===== src/rtl/rtc_bus_sequencer.sv =====
`default_nettype none
// ============================================================================
//  Module      : rtc_bus_sequencer
//  Description : Bus-cycle engine for the RTC multiplexed 8-bit A/D bus.
//                Runs three back-to-back accesses (seg, min, hora) for a
//                write or read request and reports completion with fin_*.
//  Revision    : 1.0 - initial release
// ============================================================================
module rtc_bus_sequencer #(
  parameter int PHASE_CYC = 4
) (
  input  logic       clk,
  input  logic       reset,
  input  logic       escribe,
  input  logic       lee,
  input  logic [7:0] dir_seg,
  input  logic [7:0] dir_min,
  input  logic [7:0] dir_hora,
  input  logic [7:0] dato_seg,
  input  logic [7:0] dato_min,
  input  logic [7:0] dato_hora,
  input  logic [7:0] ad_in,
  output logic [7:0] ad_out,
  output logic       ad_oe,
  output logic       cs_n,
  output logic       ad_n,
  output logic       wr_n,
  output logic       rd_n,
  output logic       fin_esc,
  output logic       fin_lect,
  output logic [7:0] rd_seg,
  output logic [7:0] rd_min,
  output logic [7:0] rd_hora,
  output logic       busy
);

  // Phase counter width; a single-cycle phase still needs one bit.
  localparam int                 c_cnt_w    = (PHASE_CYC > 1) ? $clog2(PHASE_CYC) : 1;
  localparam logic [c_cnt_w-1:0] c_cnt_last = c_cnt_w'(PHASE_CYC - 1);

  typedef enum logic [2:0] {
    S_IDLE   = 3'd0,
    S_A_LOW  = 3'd1,
    S_A_HIGH = 3'd2,
    S_D_LOW  = 3'd3,
    S_D_HIGH = 3'd4,
    S_DONE   = 3'd5
  } state_t;

  state_t               state_q, state_d;
  logic [c_cnt_w-1:0]   cnt_q, cnt_d;
  logic [1:0]           idx_q, idx_d;
  logic                 op_wr_q, op_wr_d;
  // Byte lanes packed as {hora, min, seg}
  logic [23:0]          addr_q, addr_d;
  logic [23:0]          data_q, data_d;
  logic [23:0]          rd_q, rd_d;

  logic [7:0]           ad_out_q, ad_out_d;
  logic                 ad_oe_q, ad_oe_d;
  logic                 cs_n_q, cs_n_d;
  logic                 ad_n_q, ad_n_d;
  logic                 wr_n_q, wr_n_d;
  logic                 rd_n_q, rd_n_d;
  logic                 fin_esc_q, fin_esc_d;
  logic                 fin_lect_q, fin_lect_d;
  logic                 busy_q, busy_d;

  logic                 w_phase_end;
  logic                 w_req_held;

  function automatic logic [7:0] sel_byte(input logic [23:0] v, input logic [1:0] i);
    case (i)
      2'd1:    sel_byte = v[15:8];
      2'd2:    sel_byte = v[23:16];
      default: sel_byte = v[7:0];
    endcase
  endfunction

  assign w_phase_end = (cnt_q == c_cnt_last);
  // The DONE handshake waits only on the request that started the transaction.
  assign w_req_held  = op_wr_q ? escribe : lee;

  // State register plus all registered outputs.
  always_ff @(posedge clk or posedge reset) begin
    if (reset) begin
      state_q    <= S_IDLE;
      cnt_q      <= '0;
      idx_q      <= 2'd0;
      op_wr_q    <= 1'b0;
      addr_q     <= '0;
      data_q     <= '0;
      rd_q       <= '0;
      ad_out_q   <= 8'h00;
      ad_oe_q    <= 1'b0;
      cs_n_q     <= 1'b1;
      ad_n_q     <= 1'b1;
      wr_n_q     <= 1'b1;
      rd_n_q     <= 1'b1;
      fin_esc_q  <= 1'b0;
      fin_lect_q <= 1'b0;
      busy_q     <= 1'b0;
    end else begin
      state_q    <= state_d;
      cnt_q      <= cnt_d;
      idx_q      <= idx_d;
      op_wr_q    <= op_wr_d;
      addr_q     <= addr_d;
      data_q     <= data_d;
      rd_q       <= rd_d;
      ad_out_q   <= ad_out_d;
      ad_oe_q    <= ad_oe_d;
      cs_n_q     <= cs_n_d;
      ad_n_q     <= ad_n_d;
      wr_n_q     <= wr_n_d;
      rd_n_q     <= rd_n_d;
      fin_esc_q  <= fin_esc_d;
      fin_lect_q <= fin_lect_d;
      busy_q     <= busy_d;
    end
  end

  // Next-state sequencing: request accept, phase timing, access index, read capture.
  always_comb begin
    state_d = state_q;
    cnt_d   = cnt_q;
    idx_d   = idx_q;
    op_wr_d = op_wr_q;
    addr_d  = addr_q;
    data_d  = data_q;
    rd_d    = rd_q;

    case (state_q)
      S_IDLE: begin
        if (escribe || lee) begin
          state_d = S_A_LOW;
          cnt_d   = '0;
          idx_d   = 2'd0;
          op_wr_d = escribe;
          addr_d  = {dir_hora, dir_min, dir_seg};
          data_d  = {dato_hora, dato_min, dato_seg};
        end
      end
      S_A_LOW: begin
        if (w_phase_end) begin
          state_d = S_A_HIGH;
          cnt_d   = '0;
        end else begin
          cnt_d = cnt_q + c_cnt_w'(1);
        end
      end
      S_A_HIGH: begin
        if (w_phase_end) begin
          state_d = S_D_LOW;
          cnt_d   = '0;
        end else begin
          cnt_d = cnt_q + c_cnt_w'(1);
        end
      end
      S_D_LOW: begin
        if (w_phase_end) begin
          state_d = S_D_HIGH;
          cnt_d   = '0;
          // The pad byte is taken on the last cycle of the read strobe.
          if (!op_wr_q) begin
            case (idx_q)
              2'd1:    rd_d[15:8]  = ad_in;
              2'd2:    rd_d[23:16] = ad_in;
              default: rd_d[7:0]   = ad_in;
            endcase
          end
        end else begin
          cnt_d = cnt_q + c_cnt_w'(1);
        end
      end
      S_D_HIGH: begin
        if (w_phase_end) begin
          cnt_d = '0;
          if (idx_q == 2'd2) begin
            state_d = S_DONE;
          end else begin
            idx_d   = idx_q + 2'd1;
            state_d = S_A_LOW;
          end
        end else begin
          cnt_d = cnt_q + c_cnt_w'(1);
        end
      end
      S_DONE: begin
        if (!w_req_held) begin
          state_d = S_IDLE;
        end
      end
      default: begin
        state_d = S_IDLE;
      end
    endcase
  end

  // Output levels decoded from the next state so every pin comes straight from a flop.
  always_comb begin
    ad_out_d   = 8'h00;
    ad_oe_d    = 1'b0;
    cs_n_d     = 1'b1;
    ad_n_d     = 1'b1;
    wr_n_d     = 1'b1;
    rd_n_d     = 1'b1;
    fin_esc_d  = 1'b0;
    fin_lect_d = 1'b0;
    busy_d     = (state_d != S_IDLE);

    case (state_d)
      S_A_LOW: begin
        cs_n_d   = 1'b0;
        ad_n_d   = 1'b0;
        wr_n_d   = 1'b0;
        ad_oe_d  = 1'b1;
        ad_out_d = sel_byte(addr_d, idx_d);
      end
      S_A_HIGH: begin
        ad_n_d   = 1'b0;
        ad_oe_d  = 1'b1;
        ad_out_d = sel_byte(addr_d, idx_d);
      end
      S_D_LOW: begin
        cs_n_d = 1'b0;
        if (op_wr_d) begin
          wr_n_d   = 1'b0;
          ad_oe_d  = 1'b1;
          ad_out_d = sel_byte(data_d, idx_d);
        end else begin
          rd_n_d = 1'b0;
        end
      end
      S_D_HIGH: begin
        // Write data is held on the pads past the strobe's rising edge.
        if (op_wr_d) begin
          ad_oe_d  = 1'b1;
          ad_out_d = sel_byte(data_d, idx_d);
        end
      end
      S_DONE: begin
        fin_esc_d  = op_wr_d;
        fin_lect_d = !op_wr_d;
      end
      default: begin
      end
    endcase
  end

  assign ad_out   = ad_out_q;
  assign ad_oe    = ad_oe_q;
  assign cs_n     = cs_n_q;
  assign ad_n     = ad_n_q;
  assign wr_n     = wr_n_q;
  assign rd_n     = rd_n_q;
  assign fin_esc  = fin_esc_q;
  assign fin_lect = fin_lect_q;
  assign busy     = busy_q;
  assign rd_seg   = rd_q[7:0];
  assign rd_min   = rd_q[15:8];
  assign rd_hora  = rd_q[23:16];

endmodule
`default_nettype wire


===== config.mk =====
export PLATFORM = sky130hd
export DESIGN_NAME = rtc_bus_sequencer
export DESIGN_NICKNAME = d
export VERILOG_FILES = /design/src/rtl/rtc_bus_sequencer.sv
export SDC_FILE = /design/constraint.sdc
export NUM_CORES = 1
export LEC_CHECK = 0
export BUFFER_PORTS_ARGS = -buffer_cell sky130_fd_sc_hd__buf_2
export CORE_UTILIZATION = 51
export CTS_BUF_LIST = sky130_fd_sc_hd__clkbuf_8
export CTS_CLUSTER_SIZE = 40
export DETAILED_ROUTE_END_ITERATION = 16
export GPL_TIMING_DRIVEN = 0
export PLACE_DENSITY = 0.79
export SETUP_SLACK_MARGIN = 0.3
export SLEW_MARGIN = 20
export SYNTH_ARGS = -nofsm -noshare
export SYNTH_HDL_FRONTEND = slang
export SYNTH_SLANG_ARGS = --single-unit
export TNS_END_PERCENT = 1

===== constraint.sdc =====
create_clock -name clk -period 2.97 [get_ports clk]
set_input_delay 0.4455 -clock clk [delete_from_list [all_inputs] [get_ports clk]]
set_output_delay 0.4455 -clock clk [all_outputs]
set_load 0.01 [all_outputs]

==> flow_summary.yaml <==
run_status:
  status: "finished clean"
finish:
  fin_cells: 557
  final_util_pct: 65.6
  drive_gt1_share_pct: 51.5
  final_area_um2: 5450
  nets: 514
  diodes: 0
  area_growth_syn_to_layout_pct: 23.2
die:
  ios: 100
  die_x_um: 95.1
  rows: 33
  core_um2: 8300
  die_area_um2: 9050
  die_h_um: 95.1
  start_util_pct: 53.3
critical_path:
  critPathMaxFanout: 10
  critPathRequiredTime_ps: 3210
  reg2reg_setup_slack_ps: 430
  arrival_ps: 2770
  critPathKind: "reg2reg"
  cp-end-kind: "flip-flop"
  startpoint_type: "flip-flop"
detailed_routing:
  route.detailed.drc: 0
  drt_iter0_drc: 70
  num_vias: 3045
  drt-pass1-iter-count: 4
  wl_per_cell_um: 16.9
  drtAntennaViolNets: 0
  via_per_inst: 5.47
  wirelength_mm: 9.43
synth:
  yosysTopAreaCell: "dfrtp_1"
  async_reset_ff_share_pct: 100
  ys.warnings.count: 0
  syn_nets: 399
  post-synth-top-count-cell: "dfrtp_1"
  synth_common_cells: "dfrtp_1 (92), mux2_2 (42), nand2_1 (22)"
  ys_ff_latch: 96
  syn_avg_cell_area_um2: 13.3
  syn-cell-area_um2: 4420
  synthTopCellsByArea: "dfrtp_1 (52%), mux2_2 (11%), mux2_4 (5.4%)"
  ys_types: 47
  postSynthCellCount: 332
  synth_edf_count: 0
  yosysSeqAreaShare_pct: 54.4
  yosys.area.top_type_share_pct: 52.1
  synth_ff_type: "dfrtp_1"
placement:
  dp.cells: 539
  hpwl_mm: 6.77
  io_buffers: 99
  gp_congestion: 0.843
  dpl_cell_area_um2: 5110
  dpl_worst_slack_ps: -492
job:
  cap_violations: 0
timing:
  clock_skew_ps: 14.2
  rsz0062_at_grt: "no"
  hold_viol: 0
  final-setup-viol-count: 0
  worst_pin_slew_ps: 674
  relSlewSlack_pct: 54.8
  fin_crit_sh_pct: 85.4
  slew_violations: 0
  fin_ws_ps: 433
  fin_crit_ps: 2540
  fmax_ghz: 0.394
grt:
  grt_max_degree: 31
  grt_pass1_vias: 3041
  grt_usage_pct: 21.7
  grt-ovfl-total: 0
  grt_pass1_wl_mm: 14.8
  antenna_found_initial: 0
hold_path:
  hp-class: "in2async"
clock_network:
  clk_pin_slew_ps: 110
  cts_made_buffers: 9
  cts_tree: "done"
  cts_max_level: 3
  clock_sinks: 96
  cts_buffer_depth: 2
  insertion_delay_ps: 360
  ctsHoldBuffers: 0
  cts-root-buf: "clkbuf_8"
power:
  pwr-share-seq_pct: 57.5
  sw_frac_of_total_pct: 25.3
  p_clk_share_pct: 33.6
  ir_drop_uv: 246
  p_leak_nw: 2.54
  powerDensity_nw_per_um2: 439
  p_int_mw: 1.79
  p_switching_uw: 605
  comb_power_share_pct: 8.9
  power_mw: 2.39
-- critical path, cell delays in order, from the launching register on --
cell      delay (ps)
dfrtp_1          380
buf_6            130
buf_2            180
nor2_4           180
nand3_1           90
o21ai_0           80
nand2_1           90
and2_1           170
ha_1             290
buf_6            170
nor2b_1           60
buf_4            190
a221oi_2         290
o32ai_2          130
-- registers in the layout, indices dropped and copies added (netlist names) --
register  cells
fin_lect      1
addr_q       24
cnt_q         2
busy          1
rd_n          1
data_q       24
rd_q         24
cs_n          1
state_q       3
ad_oe         1
fin_esc       1
op_wr_q       1
ad_n          1
wr_n          1
idx_q         2
ad_out        8
-- area by class of cell --
| cell class | count | area (um2) |
|---|---|---|
| inverters | 6 | 33.8 |
| plain buffers | 20 | 151 |
| fillers | 645 | 2850 |
| clock buffers | 9 | 124 |
| clock inverters | 7 | 60.1 |
| flip-flops and latches | 96 | 2410 |
| well taps | 105 | 131 |
| repair buffers | 104 | 571 |
| multi-input cells | 210 | 1970 |
-- worst paths after layout --
path                        endpoint       start  depth (start not counted)
max in group asynchronous       ad_n       reset                          4
setup reg to reg           ad_out[1]  state_q[0]                         13
hold reg to reg             rd_q[16]    rd_q[16]                          1
min in group clk           addr_q[3]  dir_seg[3]                          2
setup / recovery           ad_out[1]  state_q[0]                         13
hold / removal               rd_q[8]       reset                          2
-- cells by family (layout without fill, tap and decap cells) --
| logic type | count (synthesis) | count (layout) | synth area share (%) |
|---|---|---|---|
| flip-flops | 96 | 96 | 54.4 |
| multiplexers | 66 | 66 | 18.1 |
| adder cells (fa/ha/maj) | 7 | 7 | 1.98 |
| AND/OR/NAND/NOR | 73 | 73 | 8.55 |
| XOR/XNOR | 2 | 2 | 0.396 |
| AO/OA/AOI/OAI | 62 | 62 | 13.0 |
| buffers and inverters | 26 | 146 | 3.54 |
-- timing repair --
action,4_1_cts,5_1_grt
pin swaps,0,2
buffers inserted,0,2
setup endpoints to repair,8,8
resized for setup,18,15
-- placed cells by master (no fill, tap or decap), types with 2 or more instances in the layout --
cell type	Yosys	layout
mux2_1	6	6
inv_6	0	3
o21ai_0	16	15
mux2_4	16	16
clkbuf_1	6	4
o32ai_2	8	8
a221oi_2	8	13
a221oi_4	0	3
nand2_1	22	21
dfrtp_1	92	92
xor2_1	2	2
nor3b_1	3	3
nand3_1	15	15
buf_4	2	7
nor2_1	12	11
a21oi_1	11	11
buf_12	1	4
inv_1	5	4
buf_6	2	3
ha_1	7	7
clkinv_4	0	2
buf_2	7	104
inv_8	0	2
mux2_2	42	42
nor3_1	4	4
a21o_1	3	3
and2_1	4	4
dfstp_2	4	4
or3_1	2	2
mux2i_1	2	2
nor2b_1	3	3
clkbuf_8	0	9
-- per-stage QoR --
stage / TNS, ps / hold WS [ps]
after global placement: -3260 / 466
after global routing: 0 / 93.1
after floorplan: 0 / 455
final: 0 / 85.2
after detailed placement: -3460 / 473
after CTS: 0 / 88.0
-- layer usage --
layer	vias up	track usage (%)	wire length [um]
met4	0	6.69	143
met1	1493	27.3	4090
met3	15	4.70	462
li1	1443	-	-
met5	-	0	0
met2	94	37.1	4730
-- power groups by stage --
stage,registers [mW],clock network (mW),logic [mW]
after floorplan,1.40,0,0.102
after global placement,1.40,0,0.191
after detailed placement,1.40,0,0.206
after CTS,1.37,0.825,0.212
after global routing,1.38,0.886,0.233
final,1.37,0.804,0.213
(Power assumes the default switching activity.)
